File: src/rtl/sipo_pkg.sv
// Shared types and helpers for the sipo_frame serial-to-parallel frame assembler.
// Optional parity support in sipo_frame is enabled with SIPO_PARITY_EN.
package sipo_pkg;

  typedef enum logic [1:0] {
    IDLE  = 2'd0,
    SHIFT = 2'd1,
    FULL  = 2'd2
  } state_t;

  localparam logic MODE_RIGHT = 1'b0;
  localparam logic MODE_LEFT  = 1'b1;

  // A length of zero or one beyond the word width means "use the full word".
  function automatic int unsigned clamp_len(input int unsigned len, input int unsigned width);
    int unsigned res;
    if (len == 0 || len > width) begin
      res = width;
    end else begin
      res = len;
    end
    return res;
  endfunction

endpackage

File: src/rtl/sipo_shift_core.sv
// Shift register, bit counter and last-bit strobe for sipo_frame.
// Shifts right (si into MSB) or left (si into LSB) depending on the latched mode.
module sipo_shift_core
  import sipo_pkg::*;
#(
  parameter int WIDTH = 8,
  localparam int CNT_W = $clog2(WIDTH + 1)
) (
  input  logic             clk,
  input  logic             rst,
  input  logic             clr,
  input  logic             shift_en,
  input  logic             mode,
  input  logic             si,
  input  logic [CNT_W-1:0] len,
  output logic [WIDTH-1:0] sr,
  output logic [WIDTH-1:0] sr_next,
  output logic             data_full,
  output logic             done
);

  logic [WIDTH-1:0] sr_reg;
  logic [CNT_W-1:0] cnt_reg;
  logic [CNT_W-1:0] cnt_inc;

  genvar gi;
  generate
    for (gi = 0; gi < WIDTH; gi++) begin : g_bit
      logic left_in;
      logic right_in;
      if (gi == 0) begin : g_lsb
        assign left_in = si;
      end else begin : g_lmid
        assign left_in = sr_reg[gi-1];
      end
      if (gi == WIDTH - 1) begin : g_msb
        assign right_in = si;
      end else begin : g_rmid
        assign right_in = sr_reg[gi+1];
      end
      assign sr_next[gi] = (mode == MODE_LEFT) ? left_in : right_in;
    end
  endgenerate

  always_ff @(posedge clk or posedge rst) begin
    if (rst) begin
      sr_reg  <= '0;
      cnt_reg <= '0;
    end else if (clr) begin
      sr_reg  <= '0;
      cnt_reg <= '0;
    end else if (shift_en) begin
      sr_reg  <= sr_next;
      cnt_reg <= cnt_inc;
    end
  end

  assign cnt_inc   = cnt_reg + CNT_W'(1);
  assign sr        = sr_reg;
  assign data_full = (cnt_reg == len);
  assign done      = shift_en && (cnt_inc == len);

endmodule

File: src/rtl/sipo_frame.sv
// Programmable-length serial-in/parallel-out frame assembler with valid/ready output.
// Define SIPO_PARITY_EN to expect a trailing even-parity bit per frame and report par_err.
module sipo_frame
  import sipo_pkg::*;
#(
  parameter int WIDTH = 8,
  localparam int CNT_W = $clog2(WIDTH + 1)
) (
  input  logic             clk,
  input  logic             rst,
  input  logic             start,
  input  logic             mode,
  input  logic [CNT_W-1:0] len,
  input  logic             si,
  input  logic             si_valid,
  output logic             si_ready,
  output logic [WIDTH-1:0] po,
  output logic             po_valid,
  input  logic             po_ready,
  output logic             busy,
  output logic             par_err
);

  state_t           state_reg, state_next;
  logic             mode_reg;
  logic [CNT_W-1:0] len_reg;
  logic [CNT_W-1:0] len_clamped;
  logic             start_ok;
  logic             xfer;
  logic             shift_en;
  logic             data_full;
  logic             done_core;
  logic             frame_done;
  logic [WIDTH-1:0] sr;
  logic [WIDTH-1:0] sr_next;
  logic [WIDTH-1:0] frame_word;
  logic             load;
  logic [WIDTH-1:0] po_reg;
  logic             po_valid_reg, po_valid_next;

  assign len_clamped = CNT_W'(clamp_len(32'(len), 32'(WIDTH)));
  assign start_ok    = start && (state_reg == IDLE);
  assign si_ready    = (state_reg == SHIFT);
  assign xfer        = si_valid && si_ready;
  // Once all data bits are in, further transfers (the parity bit) are not stored.
  assign shift_en    = xfer && !data_full;
  // On the final data transfer the word is still one shift away inside the core.
  assign frame_word  = data_full ? sr : sr_next;

  sipo_shift_core #(.WIDTH(WIDTH)) u_core (
    .clk       (clk),
    .rst       (rst),
    .clr       (start_ok),
    .shift_en  (shift_en),
    .mode      (mode_reg),
    .si        (si),
    .len       (len_reg),
    .sr        (sr),
    .sr_next   (sr_next),
    .data_full (data_full),
    .done      (done_core)
  );

`ifdef SIPO_PARITY_EN
  logic par_acc_reg;
  logic par_err_reg;
  logic par_err_next;

  assign frame_done   = xfer && data_full;
  assign par_err_next = (state_reg == SHIFT) ? (par_acc_reg ^ si) : par_acc_reg;

  always_ff @(posedge clk or posedge rst) begin
    if (rst) begin
      par_acc_reg <= 1'b0;
      par_err_reg <= 1'b0;
    end else begin
      if (start_ok) begin
        par_acc_reg <= 1'b0;
      end else if (xfer) begin
        par_acc_reg <= par_acc_reg ^ si;
      end
      if (load) begin
        par_err_reg <= par_err_next;
      end
    end
  end

  assign par_err = par_err_reg;
`else
  assign frame_done = done_core;
  assign par_err    = 1'b0;
`endif

  always_comb begin
    state_next    = state_reg;
    load          = 1'b0;
    po_valid_next = po_valid_reg;
    case (state_reg)
      IDLE: begin
        if (start) begin
          state_next = SHIFT;
        end
      end
      SHIFT: begin
        if (frame_done) begin
          if (!po_valid_reg || po_ready) begin
            load       = 1'b1;
            state_next = IDLE;
          end else begin
            state_next = FULL;
          end
        end
      end
      FULL: begin
        if (po_ready) begin
          load       = 1'b1;
          state_next = IDLE;
        end
      end
      default: state_next = IDLE;
    endcase
    if (load) begin
      po_valid_next = 1'b1;
    end else if (po_valid_reg && po_ready) begin
      po_valid_next = 1'b0;
    end
  end

  always_ff @(posedge clk or posedge rst) begin
    if (rst) begin
      state_reg    <= IDLE;
      mode_reg     <= MODE_RIGHT;
      len_reg      <= CNT_W'(WIDTH);
      po_reg       <= '0;
      po_valid_reg <= 1'b0;
    end else begin
      state_reg    <= state_next;
      po_valid_reg <= po_valid_next;
      if (start_ok) begin
        mode_reg <= mode;
        len_reg  <= len_clamped;
      end
      if (load) begin
        po_reg <= frame_word;
      end
    end
  end

  assign po       = po_reg;
  assign po_valid = po_valid_reg;
  assign busy     = (state_reg != IDLE);

endmodule
File: config.mk
export PLATFORM = sky130hd
export DESIGN_NAME = sipo_frame
export DESIGN_NICKNAME = d
export VERILOG_FILES = /design/src/rtl/sipo_pkg.sv /design/src/rtl/sipo_shift_core.sv /design/src/rtl/sipo_frame.sv
export SDC_FILE = /design/constraint.sdc
export NUM_CORES = 1
export LEC_CHECK = 0
export BUFFER_PORTS_ARGS = -buffer_cell sky130_fd_sc_hd__clkbuf_2
export CAP_MARGIN = 20
export CORE_MARGIN = 2
export CORE_UTILIZATION = 55
export CTS_CLUSTER_SIZE = 24
export DETAILED_ROUTE_END_ITERATION = 10
export GPL_TIMING_DRIVEN = 0
export PLACE_DENSITY = 0.82
export RECOVER_POWER = 100
export SYNTH_ARGS = -nofsm -noshare
export SYNTH_HDL_FRONTEND = slang
export SYNTH_SLANG_ARGS = --single-unit
File: constraint.sdc
create_clock -name clk -period 2.4 [get_ports clk]
set_input_delay 0.24 -clock clk [delete_from_list [all_inputs] [get_ports clk]]
set_output_delay 0.24 -clock clk [all_outputs]
set_load 0.1 [all_outputs]
==> impl_metrics.py, run 1 <==
metrics = {
    "status": {
        "status": "complete, no violations",
    },
    "die": {
        "die_y_um": 56.4,
        "initial_utilization": 0.562,
        "die_width_um": 56.4,
        "core_um2": 2690,
        "row_count": 19,
        "ios": 23,
        "dieArea_um2": 3180,
    },
    "clock_tree": {
        "h-tree-depth": 1,
        "root_buffer": "clkbuf_4",
        "cts_resized": 0,
        "post_cts_buffers": 0,
        "cts_max_path_buffers": 2,
        "cts_tree": "built",
        "cts_buffers": 3,
        "clock-sinks": 28,
        "insertion_delay_ns": 0.35,
        "clk_pin_slew_worst_paths_ns": 0.16,
    },
    "critical_path": {
        "critPathCaptureType": "flip-flop",
        "path_max_fanout": 9,
        "cp.required_ns": 2.65,
        "path_class": "reg2reg",
        "crit_arrival_ns": 2.46,
        "start_kind": "flip-flop",
    },
    "synth": {
        "synthTopCellsByArea": "dfrtp_1, mux2i_1, mux2_2",
        "synth_top_area_cell": "dfrtp_1",
        "synth_top_area_frac": 0.447,
        "syn_nets": 163,
        "ys_types": 33,
        "syn_area_per_cell_um2": 10.2,
        "yosysSeqAreaShare": 0.465,
        "yosysWarningCount": 0,
        "netlist_area_um2": 1510,
        "syn_inst": 148,
        "ys_seq_elements": 28,
    },
    "final_layout": {
        "seq_area_um2": 702,
        "area_growth_pct": 12.6,
        "final_util": 0.633,
        "drive_gt1_frac": 0.189,
        "nets": 191,
        "diodes": 0,
        "nFillCells": 228,
        "post-route-cell-area_um2": 1700,
        "multi_input_area_um2": 742,
    },
    "timing": {
        "final.period_utilization": 0.921,
        "fin_skew_ns": 0.00879,
        "hold_violations": 0,
        "rsz0062_at_grt": "false",
        "fin_setup_tns_ns": 0,
        "max_freq_ghz": 0.453,
        "setup_viol": 0,
        "fin_crit_ns": 2.21,
        "slew_viol_final": 0,
        "max_slew.worst_pin.slew_ns": 1.17,
        "max-slew-margin-rel": 0.225,
    },
    "drt": {
        "vias": 1151,
        "ant_nets": 0,
        "totalWireLength_mm": 3.23,
        "drc": 0,
        "drt_first_pass_iters": 4,
        "viasPerCell": 5.59,
        "post_drt_wl_per_cell_um": 15.7,
        "drt_iter0_markers": 47,
    },
    "grt": {
        "grt_max_degree": 29,
        "gr-total-overflow": 0,
        "track_usage": 0.217,
        "grt_pass1_vias": 1187,
        "antenna_found_initial": 0,
        "grt_pass1_wl_mm": 5.33,
    },
    "run": {
        "cap_violations": 0,
    },
    "placed_design": {
        "place_area_um2": 1660,
        "dp_hpwl_mm": 2.39,
        "globalplace.congestion": 0.835,
        "port_buffers": 21,
    },
    "min_path": {
        "hp-class": "in2reg",
    },
}
-- area by class of cell --
cell class | instances | share of cell area
flip-flops and latches | 28 | 0.413
clock inverters | 1 | 0.0177
plain buffers | 7 | 0.0228
clock buffers | 3 | 0.0132
well taps | 31 | 0.0228
multi-input cells | 108 | 0.436
inverters | 5 | 0.0110
repair buffers | 23 | 0.0633
-- worst paths after layout --
path | startpoint | to | slack (ns) | depth (start not counted)
worst min register to register | len_reg[3] | len_reg[3] | 0.49 | 2
min in group asynchronous | rst | po_valid | 0.47 | 3
worst min-delay path | mode | mode_reg | 0.09 | 3
max in group asynchronous | rst | len_reg[0] | 0.91 | 4
worst max register to register | u_core.cnt_reg[0] | po[7] | 0.19 | 6
worst max-delay path | u_core.cnt_reg[0] | po[7] | 0.19 | 6
-- what timing repair did --
action,in CTS,in global routing
endpoints found under the hold margin,0,15
setup endpoints to repair,0,0
hold buffers,0,1
-- layer usage --
layer	global-route usage	wire, um	vias to the layer above
met4	0.102	70	0
met1	0.258	1340	559
li1	-	-	556
met2	0.393	1720	29
met3	0.0207	100	7
met5	0	0	-
-- worst max-delay path, cell delays in order, from the launching register on --
cell	delay (ns)
dfrtp_1	0.47
ha_1	0.35
xor2_1	0.17
nor3_2	0.21
nand3_1	0.19
o21ai_4	0.35
mux2_2	0.39
-- cell usage in the layout (no fill, tap or decap), types with 3 or more instances in the layout --
master and instances:
dfrtp_1 27, nor2_1 21, nand2_1 16, clkbuf_1 13
clkbuf_2 12, mux2i_1 9, a211oi_1 8, a21oi_1 8
mux2_2 8, inv_1 5, xor2_1 4, nand3_1 4
nand2b_1 4, ha_1 4, xnor2_2 3, xnor2_1 3
o21ai_0 3, nand3b_1 3, clkbuf_4 3
-- cells in the mapped netlist (all sizes together) --
master   n
dfrtp   27
nor2    21
nand2   16
mux2i    9
a211oi   8
a21oi    8
mux2     8
xnor2    6
buf      5
inv      5
ha       4
nand2b   4
nand3    4
o21ai    4
xor2     4
nand3b   3
clkbuf   2
nor3     2
a31oi    1
a41oi    1
and2     1
conb     1
dfstp    1
nand4    1
o22a     1
o41ai    1
-- stage by stage --
step | hold slack, ns | std cells | setup WS, ns
after floorplan | 0.305 | 148 | 0.187
after global placement | 0.438 | 200 | 0.327
after detailed placement | 0.450 | 200 | 0.234
after CTS | 0.0851 | 204 | 0.218
after global routing | 0.0968 | 206 | 0.0715
final | 0.0869 | 206 | 0.190
-- kinds of logic (layout without fill, tap and decap cells) --
kind of cell | count (synthesis) | in the layout | synth area share
AO/OA/AOI/OAI | 24 | 24 | 0.109
XOR/XNOR | 10 | 10 | 0.0729
adder cells (fa/ha/maj) | 4 | 4 | 0.0331
buffers and inverters | 12 | 39 | 0.0406
flip-flops | 28 | 28 | 0.465
multiplexers | 17 | 17 | 0.119
other | 1 | 1 | 0.00248
AND/OR/NAND/NOR | 52 | 52 | 0.158
Power of run 1 is not shown: default switching activity piles up to over one toggle a cycle in this logic, so the estimate is an artifact.
==> run 2, diff against run 1 <==
- CTS_BUF_LIST: unset -> sky130_fd_sc_hd__clkbuf_16
==> impl_metrics.py, run 2 (synthesis results as in run 1) <==
metrics = {
    "timing": {
        "slew_viol_final": 0,
        "fin_skew_ns": 0.00830,
        "hold_slack_ns": -0.0835,
        "max-slew-margin-rel": 0.223,
        "rsz0062_at_grt": "false",
        "hold_violations": 10,
        "final.period_utilization": 0.926,
        "max_freq_ghz": 0.450,
        "fin_setup_tns_ns": 0,
        "fin_crit_ns": 2.22,
        "max_slew.worst_pin.slew_ns": 1.17,
        "setup_viol": 0,
    },
    "final_layout": {
        "layout_common_cells": "dfrtp_1, nor2_1, nand2_1",
        "seq_area_um2": 702,
        "finalNonFillerCells": 205,
        "multi_input_area_um2": 742,
        "nFillCells": 225,
        "layout_commonest_cell": "dfrtp_1",
        "drive_gt1_frac": 0.184,
        "nets": 190,
        "area_growth_pct": 15.3,
        "diodes": 0,
    },
    "run": {
        "cap_violations": 0,
    },
    "die": {
        "die_width_um": 56.4,
        "ios": 23,
        "initial_utilization": 0.562,
        "die_y_um": 56.4,
        "dieArea_um2": 3180,
        "core_um2": 2690,
        "row_count": 19,
    },
    "clock_tree": {
        "clk_pin_slew_worst_paths_ns": 0.07,
        "cts_tree": "built",
        "h-tree-depth": 1,
        "cts_resized": 0,
        "insertion_delay_ns": 0.27,
        "post_cts_buffers": 0,
        "cts_max_path_buffers": 2,
        "postCtsHoldBufs": 0,
        "cts_buffers": 3,
        "root_buffer": "clkbuf_16",
        "clock-sinks": 28,
    },
    "critical_path": {
        "cp.required_ns": 2.55,
        "crit_path_cell_trace": "ha_1, xor2_1, nor3_2, nand3_1, o21ai_4, mux2_2",
        "start_kind": "flip-flop",
        "reg2reg_depth": 6,
        "cp_num_buf_inv": 0,
        "critPathCaptureType": "flip-flop",
        "cp_slowest_stage_delay_ns": 0.45,
        "worstSetupStartpoint": "u_core.cnt_reg[0]",
        "rr_startpoint": "u_core.cnt_reg[0]",
        "path_max_fanout": 9,
        "rrSetupSlack_ns": 0.18,
        "crit_arrival_ns": 2.37,
        "crit_family": "flip-flops",
        "crit_slowest_cell": "dfrtp_1",
        "path_class": "reg2reg",
        "r2r_end": "po[7]",
    },
    "placed_design": {
        "globalplace.congestion": 0.835,
        "port_buffers": 21,
        "dp_hpwl_mm": 2.39,
        "dp_cells": 200,
    },
    "min_path": {
        "hp-class": "in2async",
    },
    "drt": {
        "drt_iter0_markers": 52,
        "viasPerCell": 5.57,
        "post_drt_wl_per_cell_um": 16.2,
        "drt_first_pass_iters": 4,
        "ant_nets": 0,
        "vias": 1142,
        "totalWireLength_mm": 3.31,
        "drc": 0,
    },
    "grt": {
        "grt_pass1_vias": 1227,
        "grt_max_degree": 29,
        "track_usage": 0.226,
        "antenna_found_initial": 0,
        "grt_pass1_wl_mm": 5.58,
        "gr-total-overflow": 0,
    },
    "status": {
        "violations": "negative hold slack",
        "status": "finished, violations left",
    },
}
==> run 2: worst max path at each step <==
| stage | to | depth (start not counted) |
|---|---|---|
| after floorplan | po[0] | 7 |
| after global placement | po[2] | 6 |
| after detailed placement | po[7] | 6 |
| after CTS | po[7] | 6 |
| after global routing | po[7] | 6 |
| final | po[7] | 6 |
==> run 2: stage by stage <==
stage               utilization  setup slack (ns)  cell area (um^2)
finish                    0.648             0.178              1740
global route              0.648            0.0726              1740
CTS                       0.656             0.212              1760
detailed placement        0.617             0.234              1660
global placement          0.617             0.327              1660
floorplan                     -             0.187              1510
==> run 2: area by class of cell <==
class,instances,share of cell area
clock inverters,1,0.0172
multi-input cells,108,0.426
clock buffers,3,0.0431
repair buffers,22,0.0553
well taps,31,0.0223
flip-flops and latches,28,0.403
inverters,5,0.0108
plain buffers,7,0.0223
==> run 2: routing by layer <==
layer / vias to the layer above / GRT usage / wire length [um]
met5: - / 0 / 0
met1: 561 / 0.272 / 1390
li1: 552 / - / -
met4: 0 / 0.0918 / 44
met3: 6 / 0.0207 / 79
met2: 23 / 0.412 / 1800
Power of run 2 is left out for the same reason.
==> run 3, diff against run 2 <==
- CORE_ASPECT_RATIO: unset -> 1.75
==> impl_metrics.py, run 3 (synthesis results as in run 1) <==
metrics = {
    "drt": {
        "totalWireLength_mm": 3.11,
        "drt_iter0_markers": 12,
        "drt_first_pass_iters": 4,
        "vias": 1145,
        "post_drt_wl_per_cell_um": 15.4,
        "viasPerCell": 5.67,
        "drc": 0,
        "ant_nets": 0,
    },
    "timing": {
        "slew_viol_final": 0,
        "final.period_utilization": 0.911,
        "hold_violations": 0,
        "fin_skew_ns": 0.00403,
        "fin_crit_ns": 2.19,
        "max_slew.worst_pin.slew_ns": 1.22,
        "max-slew-margin-rel": 0.190,
        "rsz0062_at_grt": "false",
        "fin_setup_tns_ns": 0,
        "setup_viol": 0,
        "max_freq_ghz": 0.458,
    },
    "critical_path": {
        "start_kind": "flip-flop",
        "rr_startpoint": "u_core.cnt_reg[0]",
        "r2r_end": "po[2]",
        "path_max_fanout": 9,
        "crit_arrival_ns": 2.34,
        "worstSetupStartpoint": "u_core.cnt_reg[0]",
        "rrSetupSlack_ns": 0.21,
        "reg2reg_depth": 6,
        "cp.required_ns": 2.55,
        "path_class": "reg2reg",
        "critPathCaptureType": "flip-flop",
    },
    "placed_design": {
        "globalplace.congestion": 0.780,
        "port_buffers": 21,
        "dp_hpwl_mm": 2.37,
    },
    "min_path": {
        "min_path_cells": 3,
        "worstHoldEndpoint": "mode_reg",
        "hold_start": "mode",
        "hp-class": "in2reg",
    },
    "die": {
        "row_count": 25,
        "die_width_um": 43.6,
        "core_um2": 2660,
        "initial_utilization": 0.568,
        "die_y_um": 73.3,
        "dieArea_um2": 3200,
        "ios": 23,
    },
    "run": {
        "cap_violations": 0,
    },
    "grt": {
        "grt_max_degree": 29,
        "track_usage": 0.223,
        "grt_pass1_wl_mm": 5.38,
        "gr-total-overflow": 0,
        "grt_pass1_vias": 1219,
        "antenna_found_initial": 0,
    },
    "clock_tree": {
        "cts_max_path_buffers": 2,
        "cts_buffers": 3,
        "insertion_delay_ns": 0.26,
        "clock-sinks": 28,
        "clk_pin_slew_worst_paths_ns": 0.07,
        "cts_tree": "built",
        "root_buffer": "clkbuf_16",
        "h-tree-depth": 1,
        "cts_resized": 0,
    },
    "final_layout": {
        "diodes": 0,
        "nets": 191,
        "layout_common_cells": "dfrtp_1, nor2_1, nand2_1",
        "drive_gt1_frac": 0.183,
        "area_growth_pct": 15.7,
        "layout_commonest_cell": "dfrtp_1",
    },
    "status": {
        "status": "complete, no violations",
    },
}
-- run 3: stage by stage --
stage / std cells / utilization / worst slack (ns) / hold slack (ns) / cell area [um^2]
floorplan: 148 / - / 0.187 / 0.305 / 1510
global placement: 196 / 0.621 / 0.310 / 0.434 / 1650
detailed placement: 196 / 0.621 / 0.237 / 0.438 / 1650
CTS: 200 / 0.661 / 0.209 / 0.168 / 1760
global route: 202 / 0.657 / 0.0942 / 0.196 / 1750
finish: 202 / 0.657 / 0.215 / 0.165 / 1750
-- run 3: worst max-delay path, stage by stage (launching register included) --
cell	delay [ns]
dfrtp_1	0.44
ha_1	0.35
xor2_1	0.16
nor3_2	0.21
nand3_1	0.18
o21ai_4	0.35
mux2_2	0.38
-- run 3: area by class of cell --
class	instances	area, um^2
fill	217	912
multi-input combinational	108	742
sequential	28	702
timing repair buffer	23	106
clock buffer	3	75.1
buffer	7	38.8
tap	27	33.8
clock inverter	1	30.0
inverter	5	18.8
-- run 3: what timing repair did --
action | CTS | global route
hold buffers | 0 | 1
hold endpoints to repair | 0 | 4
setup buffers | 0 | 0
endpoints found under the setup margin | 0 | 0
-- run 3: how the worst max path moves through the flow --
stage	end	slack [ns]	cells after the start
floorplan	po[0]	0.19	7
detailed placement	po[5]	0.24	6
global placement	po[5]	0.31	6
CTS	po[5]	0.21	6
global route	po[0]	0.09	6
finish	po[2]	0.21	6
-- run 3: layer usage --
| layer | part of all wire | GRT usage |
|---|---|---|
| met5 | 0 | 0 |
| met4 | 0.031 | 0.111 |
| met3 | 0.022 | 0.0246 |
| met2 | 0.58 | 0.405 |
| met1 | 0.37 | 0.247 |
Power of run 3 is left out for the same reason.
